<file path="config.mk">
export PLATFORM = sky130hd
export DESIGN_NAME = waveform_readout
export DESIGN_NICKNAME = d
export VERILOG_FILES = /design/src/rtl/waveform_readout.sv
export SDC_FILE = /design/constraint.sdc
export NUM_CORES = 1
export LEC_CHECK = 0
export ABC_AREA = 1
export BUFFER_PORTS_ARGS = -buffer_cell sky130_fd_sc_hd__buf_4
export CORE_MARGIN = 1
export CORE_UTILIZATION = 59
export DETAILED_ROUTE_END_ITERATION = 8
export GPL_ROUTABILITY_DRIVEN = 0
export PLACE_DENSITY = 0.86
export SKIP_LAST_GASP = 1
export SYNTH_ARGS = -nofsm -noshare
export SYNTH_HDL_FRONTEND = slang
export SYNTH_SLANG_ARGS = --single-unit
export TNS_END_PERCENT = 10
</file>
<file path="constraint.sdc">
create_clock -name clk -period 4.1 [get_ports clk]
set_clock_uncertainty 0.2 [all_clocks]
set_input_delay 0.205 -clock clk [delete_from_list [all_inputs] [get_ports clk]]
set_output_delay 0.205 -clock clk [all_outputs]
set_load 0.1 [all_outputs]
</file>
<file path="src/rtl/waveform_readout.sv">
// Reader for the circular capture RAM: streams a 2-byte header, then
// nsmp samples from each enabled channel, starting triggerpoint samples
// before the recorded trigger address.
//
// Ports:
//   clk, rstn             clock, async active-low reset
//   start_read, abort     command pulse / cancel the readout
//   data_ready            capture complete, RAM contents stable
//   wraddress_triggerpoint, triggerpoint, nsmp, chan_mask  readout setup
//   ram_q1..ram_q4        RAM read data, channels 0..3
//   rden, rdaddress       RAM read port
//   tx_data, tx_valid, tx_ready  byte stream to the host interface
//   busy, done            status
module waveform_readout #(
   parameter int          ram_width = 10,
   parameter int          RD_LAT    = 2,
   parameter logic [7:0]  HDR_MARK  = 8'hA5
) (
   input  logic                 clk,
   input  logic                 rstn,
   input  logic                 start_read,
   input  logic                 abort,
   input  logic                 data_ready,
   input  logic [ram_width-1:0] wraddress_triggerpoint,
   input  logic [ram_width-1:0] triggerpoint,
   input  logic [ram_width-1:0] nsmp,
   input  logic [3:0]           chan_mask,
   input  logic [7:0]           ram_q1,
   input  logic [7:0]           ram_q2,
   input  logic [7:0]           ram_q3,
   input  logic [7:0]           ram_q4,
   output logic                 rden,
   output logic [ram_width-1:0] rdaddress,
   output logic [7:0]           tx_data,
   output logic                 tx_valid,
   input  logic                 tx_ready,
   output logic                 busy,
   output logic                 done
);

   typedef enum logic [2:0] {
      S_IDLE, S_HDR0, S_HDR1, S_ADDR, S_WAIT, S_SEND, S_FIN
   } state_t;

   localparam logic [ram_width-1:0] ONE      = 1;
   localparam logic [2:0]           LAT_LAST = 3'(RD_LAT - 1);

   state_t               state, state_n;
   logic [ram_width-1:0] start_l, nsmp_l, idx, addr;
   logic [3:0]           mask_l;
   logic [1:0]           ch, first_ch, nxt_ch;
   logic                 has_nxt, last_smp, go;
   logic [2:0]           lat_cnt;
   logic [7:0]           samp_r, q_sel;

   assign go        = start_read && data_ready;
   assign last_smp  = (idx == nsmp_l - ONE);
   assign rdaddress = addr;

   // lowest enabled channel, and the next enabled one above ch
   always_comb begin
      first_ch = 2'd0;
      nxt_ch   = 2'd0;
      has_nxt  = 1'b0;
      for (int i = 3; i >= 0; i--) begin
         if (mask_l[i]) first_ch = 2'(i);
         if (mask_l[i] && 2'(i) > ch) begin
            nxt_ch  = 2'(i);
            has_nxt = 1'b1;
         end
      end
   end

   always_comb begin
      q_sel = ram_q1;
      unique case (ch)
         2'd0: q_sel = ram_q1;
         2'd1: q_sel = ram_q2;
         2'd2: q_sel = ram_q3;
         2'd3: q_sel = ram_q4;
      endcase
   end

   always_ff @(posedge clk or negedge rstn) begin
      if (!rstn) state <= S_IDLE;
      else       state <= state_n;
   end

   always_comb begin
      state_n  = state;
      rden     = 1'b0;
      tx_valid = 1'b0;
      tx_data  = 8'h00;
      busy     = 1'b0;
      done     = 1'b0;
      unique case (state)
         S_IDLE: if (go) state_n = S_HDR0;
         S_HDR0: begin
            busy     = 1'b1;
            tx_valid = 1'b1;
            tx_data  = HDR_MARK;
            if (tx_ready) state_n = S_HDR1;
         end
         S_HDR1: begin
            busy     = 1'b1;
            tx_valid = 1'b1;
            tx_data  = {4'b0, mask_l};
            if (tx_ready)
               state_n = (mask_l == 4'd0 || nsmp_l == '0) ? S_FIN : S_ADDR;
         end
         S_ADDR: begin
            busy    = 1'b1;
            rden    = 1'b1;
            state_n = S_WAIT;
         end
         S_WAIT: begin
            busy = 1'b1;
            rden = 1'b1;
            if (lat_cnt == LAT_LAST) state_n = S_SEND;
         end
         S_SEND: begin
            busy     = 1'b1;
            tx_valid = 1'b1;
            tx_data  = samp_r;
            if (tx_ready)
               state_n = (!last_smp || has_nxt) ? S_ADDR : S_FIN;
         end
         S_FIN: begin
            done    = 1'b1;
            state_n = S_IDLE;
         end
         default: state_n = S_IDLE;
      endcase
      if (state != S_IDLE && abort) state_n = S_IDLE;
   end

   always_ff @(posedge clk or negedge rstn) begin
      if (!rstn) begin
         start_l <= '0;
         nsmp_l  <= '0;
         mask_l  <= 4'd0;
         ch      <= 2'd0;
         idx     <= '0;
         addr    <= '0;
         lat_cnt <= 3'd0;
         samp_r  <= 8'h00;
      end else begin
         if (state == S_IDLE && go) begin
            start_l <= wraddress_triggerpoint - triggerpoint;
            nsmp_l  <= nsmp;
            mask_l  <= chan_mask;
         end
         if (state == S_HDR1 && tx_ready) begin
            ch   <= first_ch;
            idx  <= '0;
            addr <= start_l;
         end
         if (state == S_ADDR) lat_cnt <= 3'd0;
         if (state == S_WAIT) begin
            lat_cnt <= lat_cnt + 3'd1;
            if (lat_cnt == LAT_LAST) samp_r <= q_sel;
         end
         if (state == S_SEND && tx_ready) begin
            if (!last_smp) begin
               idx  <= idx + ONE;
               addr <= addr + ONE;
            end else begin
               ch   <= nxt_ch;
               idx  <= '0;
               addr <= start_l;
            end
         end
      end
   end

endmodule

</file>
Word-level counts from Yosys, hierarchy flattened
Cells that the tools add are included.
{ "word_totals": {"latchBits": 0, "rom_bits": 0, "input_bits": 72, "ramBits": 0, "mem_count": 0, "out_inout_bits": 22, "ff_bits": 60, "wordCells": 96} }
{ "op_classes": {"shifts": 0, "addsub": 5, "div_mod_pow": 0, "reduce_logical": 24, "muxes": 38, "order_cmp": 4, "bitwise_logic": 0, "n_eq_ne": 16, "mul": 0} }
{ "op_table": {"columns": ["operator", "n"], "rows": [
  ["two-way mux 10 bit", 6],
  ["one-hot mux 8 bit (4 select lines)", 1],
  ["two-way mux 3 bit", 10],
  ["one-hot mux 8 bit (3 select lines)", 1],
  ["two-way mux 2 bit", 11],
  ["adder 10 x 1 -> 10 bit (second input constant)", 2],
  ["one-hot mux 3 bit (6 select lines)", 1],
  ["!= test 3 bit (second input constant)", 5],
  ["equality test 10 bit", 1],
  ["zero test 10 bit", 1],
  ["subtractor 10 x 1 -> 10 bit (second input constant)", 1],
  ["subtractor 10 bit", 1],
  ["equality test 3 bit (second input constant)", 3],
  ["logical AND 1 bit", 9],
  ["two-way mux 1 bit", 8],
  ["equality test 3 x 1 -> 1 bit (second input constant)", 2],
  ["equality test 3 x 2 -> 1 bit (second input constant)", 2],
  ["AND reduction 5 bit", 1],
  ["OR reduction 5 bit", 1],
  ["equality test 2 bit (second input constant)", 2],
  ["> comparator 1 x 2 -> 1 bit (first input constant)", 2],
  ["> comparator 2 bit (first input constant)", 2],
  ["zero test 4 bit", 1],
  ["nonzero test 2 bit", 2],
  ["other kinds (10)", 11]
]} }

Depth between registers and ports, before layout
{ "logic_depth": {"word_depth": 11, "mapped_depth": 17, "depth_no_buf": 16} }

Worst setup path after synthesis
Ideal clock, no wire load.
{ "synth_timing": {"path_kind": "reg-to-output", "startpoint": "register state[1]", "endpoint": "output tx_data[0]", "t_required_ns": 3.695, "arrival_time_ns": 2.435, "path_buffers": 0, "path_stages_with_launch": 6, "slack_ns": 1.260, "cell_sequence": "dfrtp_1 > nor2_2 > inv_1 > nor2_2 > inv_2 > o221ai_1"} }
{ "synth_via": {"elab_chain_len": 2, "elab_cells_between_ends": 4, "cone_classes": "eq/ne: 3; mux: 1"} }
{ "synth_rtl": {"columns": ["item", "line", "text"], "rows": [
  ["start, declared", "48", "state_t state, state_n;"],
  ["start signal, assigned", "86", "else state <= state_n;"],
  ["equality test 3 bit, or another cell as far along", "96", "unique case (state)"],
  ["one-hot mux 8 bit (3 select lines) *", "96", null],
  ["end, declared", "34", "output logic [7:0] tx_data,"]
]} }
Mark *: on every way between the ends. The rest lies on a longest branch, timed or not.

Worst setup path in the final report
{ "layout_timing": {"startpoint": "register nsmp_l[0]", "endpoint": "register addr[2], in the netlist rdaddress[2]"} }
{ "layout_via": {"elab_chain_len": 4} }
{ "layout_rtl": {"columns": ["item", "line", "text"], "rows": [
  ["start, declared", "49", "logic [ram_width-1:0] start_l, nsmp_l, idx, addr;"],
  ["start signal, assigned", "150", "nsmp_l <= nsmp;"],
  ["subtractor 10 x 1 -> 10 bit", "57", "assign last_smp = (idx == nsmp_l - ONE);"],
  ["equality test 10 bit", "57", null],
  ["two-way mux 10 bit", "164", "if (!last_smp) begin"],
  ["two-way mux 10 bit", "163", "if (state == S_SEND && tx_ready) begin"],
  ["end signal, assigned", "156", "addr <= start_l;"],
  ["end signal, assigned", "166", "addr <= addr + ONE;"],
  ["end signal, assigned", "170", "addr <= start_l;"],
  ["end, declared", "49", null]
]} }
No other way between the ends.
A chain may end at the register's enable or synchronous reset.

==> impl_metrics.ini <==
[worst_setup_path]
worstSetupPathType = flop to flop
critical_path_buf_inv_count = 1
cp-start-kind = flop
r2r-start = nsmp_l[0]$_DFFE_PN0P_
endpoint_kind = flop
critPathTopFamily = simple AND/OR/NAND/NOR gates
crit_arrival_ns = 2.45
r2r.worst_path.cells = 15
cpMaxStageDelayCell = dfrtp_1
crit_chain = inv_1 -> ha_1 -> nand2_1 -> nand3_1 -> nand2_1 -> nor2_1 -> nand2_1 -> nor2_1 -> nand2_1 -> nor2_4 -> nand2_4 -> nand2_8 -> nand2_1 -> nand3_1 -> nand2_1
crit_top_cell = nand2_1
cpPeakStageDelay_ns = 0.39
r2r_end = rdaddress[2]$_DFFE_PN0P_
rrSetupSlack_ns = 1.67
required_ns = 4.12
path_max_fanout = 19

[routing]
first_pass_iters = 7
final_antenna_net_count = 0
wl_um = 9830
vias = 4107
drc = 0
avgViaCountPerCell = 5.37
drt_iter0_drc = 184
wire_per_inst_um = 12.8

[timing]
setup_tns_ns = 0
timing.final.crit_share_pct = 59.3
timing.hold.ws_ns = 0.0294
clock.fmax_ghz = 0.412
report.final.slew_viol_count = 0
final-hold-violation-count = 0
worstMarginPinSlew_ns = 0.728
period_needed_ns = 2.43
slew_headroom_pct = 51.5
finalSetupViolCount = 0
rsz0062_at_grt = no

[clock_network]
cts_htree_levels = 3
post-cts-setup-buffer-count = 0
cts_buffers = 9
cts_num_sinks = 60
cts_tree = yes
clock_path_buffers = 2
cts-root-buf = clkbuf_8
clk_latency_ns = 0.33
path_clk_slew_ns = 0.06

[synthesis]
synth_seq_area_share_pct = 36.6
synth_edf_count = 0
avgSynthCellArea_um2 = 7.32
synth_cell_types = 43
ys_dominant_reg_cell = dfrtp_1
yosys_register_bits = 60
synth.top_cell.area_share_pct = 36.6
synthCells = 561
synthesis.nets = 649
synth.largest_area_cell = dfrtp_1
ys_warn_count = 0
async_reset_ff_share_pct = 100
yosys-top-cells-area = dfrtp_1, nand2_1, inv_1, nand3_1, ha_1
syn_area_um2 = 4100

[cells_and_area]
diodes = 0
syn_to_final_growth_pct = 28.2
final_nets = 769
layout-drive-gt1-share_pct = 19.9
final_cells = 765
finish.utilization_pct = 77.9

[floorplan]
core_um2 = 6760
placement_rows = 30
die_w_um = 85.4
die_area_um2 = 7290
initial_utilization_pct = 60.7
die_h_um = 85.4
ios = 94

[global_routing]
grt_max_degree = 61
grt_pass1_wl_um = 16600
grt-ovfl-total = 0
grt_pass1_vias = 3936
track_usage_pct = 28.6
antenna_found_initial = 0

[hold_path]
min_to = start_l[1]$_DFFE_PN0P_
hp-start = triggerpoint[1]
hold_path_depth = 3
hold_path_class = primary input to flop

[power_and_ir_drop]
ir_drop_uv = 490
power.total_mw = 3.87
p_leak_nw = 2.70
power_density_nw_per_um2 = 736

[place]
dp.cells = 725
portBuffers = 93
hpwl_um = 6950

[job]
drv_cap = 0

[run_status]
status = complete, no violations
what timing repair did:
item,CTS,global route
hold endpoints to repair,83,0
resized for setup,0,0
hold buffers,25,0
synthesized netlist by cell type (4+ instances only):
cell type / n
o21ai_0: 35
o22ai_1: 15
clkbuf_1: 4
nand3_1: 46
a21oi_1: 19
xnor2_1: 10
ha_1: 15
inv_1: 83
dfrtp_1: 60
nand3_2: 11
nand2_1: 156
nor2_1: 35
nor2_2: 5
nand4_1: 5
xor2_1: 14
a211oi_1: 6
area by class of cell:
| type | count | area, um^2 |
|---|---|---|
| multi-input combinational | 403 | 2200 |
| sequential | 60 | 1500 |
| fill | 510 | 1500 |
| timing repair buffer | 119 | 956 |
| inverter | 88 | 330 |
| clock buffer | 13 | 159 |
| tap | 80 | 100 |
| clock inverter | 2 | 10.0 |
how the worst max path moves through the flow:
| stage | endpoint | depth (start not counted) | from | slack [ns] |
|---|---|---|---|---|
| after detailed placement | rdaddress[2]$_DFFE_PN0P_ | 15 | nsmp_l[0]$_DFFE_PN0P_ | 1.72 |
| after global placement | rdaddress[0]$_DFFE_PN0P_ | 15 | nsmp_l[0]$_DFFE_PN0P_ | 1.84 |
| after CTS | rdaddress[2]$_DFFE_PN0P_ | 15 | nsmp_l[0]$_DFFE_PN0P_ | 1.70 |
| after floorplan | tx_data[0] | 5 | state[1]$_DFFE_PN0P_ | 1.26 |
| final | rdaddress[2]$_DFFE_PN0P_ | 15 | nsmp_l[0]$_DFFE_PN0P_ | 1.67 |
| after global routing | rdaddress[2]$_DFFE_PN0P_ | 15 | nsmp_l[0]$_DFFE_PN0P_ | 1.45 |
placed cells by master (no fill, tap or decap), drive strengths merged, types with 2 or more instances in the layout:
cell         synthesis  layout
nand2              160     160
a211oi               6       6
ha                  15      15
nor2                44      44
dfrtp               60      60
xor2                14      14
o221ai               2       2
nor3                 3       3
inv                 85      85
clkinv               3       5
clkbuf               4      13
o22ai               15      15
nand4                5       5
o211ai               2       2
dlygate4sd3          0      25
a221oi               2       2
buf                  6      94
xnor2               10      10
nand3               57      57
a22o                 2       2
a21oi               19      19
o21ai               37      37
or2                  2       2
report_power, final:
part           internal (mW)  switching, mW
clock network          0.247          0.216
logic                  0.659           1.66
registers              0.846          0.244
total                   1.75           2.12
metrics by stage:
step	setup WS, ns	area, um^2
2_1_floorplan	1.26	4100
3_3_place_gp	1.84	4840
3_5_place_dp	1.72	4840
4_1_cts	1.70	5260
5_1_grt	1.45	5260
6_report	1.67	5260
cells by family (layout without fill, tap and decap cells):
family,Yosys count,count (layout),synth area share [%]
simple gates,272,272,30.5
buf+inv,98,222,9.76
compound gates,91,91,13.0
flops,60,60,36.6
xor+xnor,24,24,5.12
fa+ha+maj,16,16,5.06
worst register-to-register path, stage by stage, from the launching register on:
cell     delay [ns]
dfrtp_1        0.39
inv_1          0.14
ha_1           0.30
nand2_1        0.09
nand3_1        0.09
nand2_1        0.05
nor2_1         0.07
nand2_1        0.06
nor2_1         0.09
nand2_1        0.09
nor2_4         0.17
nand2_4        0.17
nand2_8        0.18
nand2_1        0.08
nand3_1        0.08
nand2_1        0.06
layer usage:
layer	share of wire [%]	global-route usage, %
met1	44	35.3
met2	50	49.8
met3	4.4	4.47
met4	1.8	12.1
met5	0	0
flip-flops by register name (all words and copies together), names as in the netlist:
signal     flops
state          3
start_l       10
ch             2
mask_l         4
idx           10
lat_cnt        3
samp_r         8
rdaddress     10
nsmp_l        10
(Power assumes the default switching activity.)
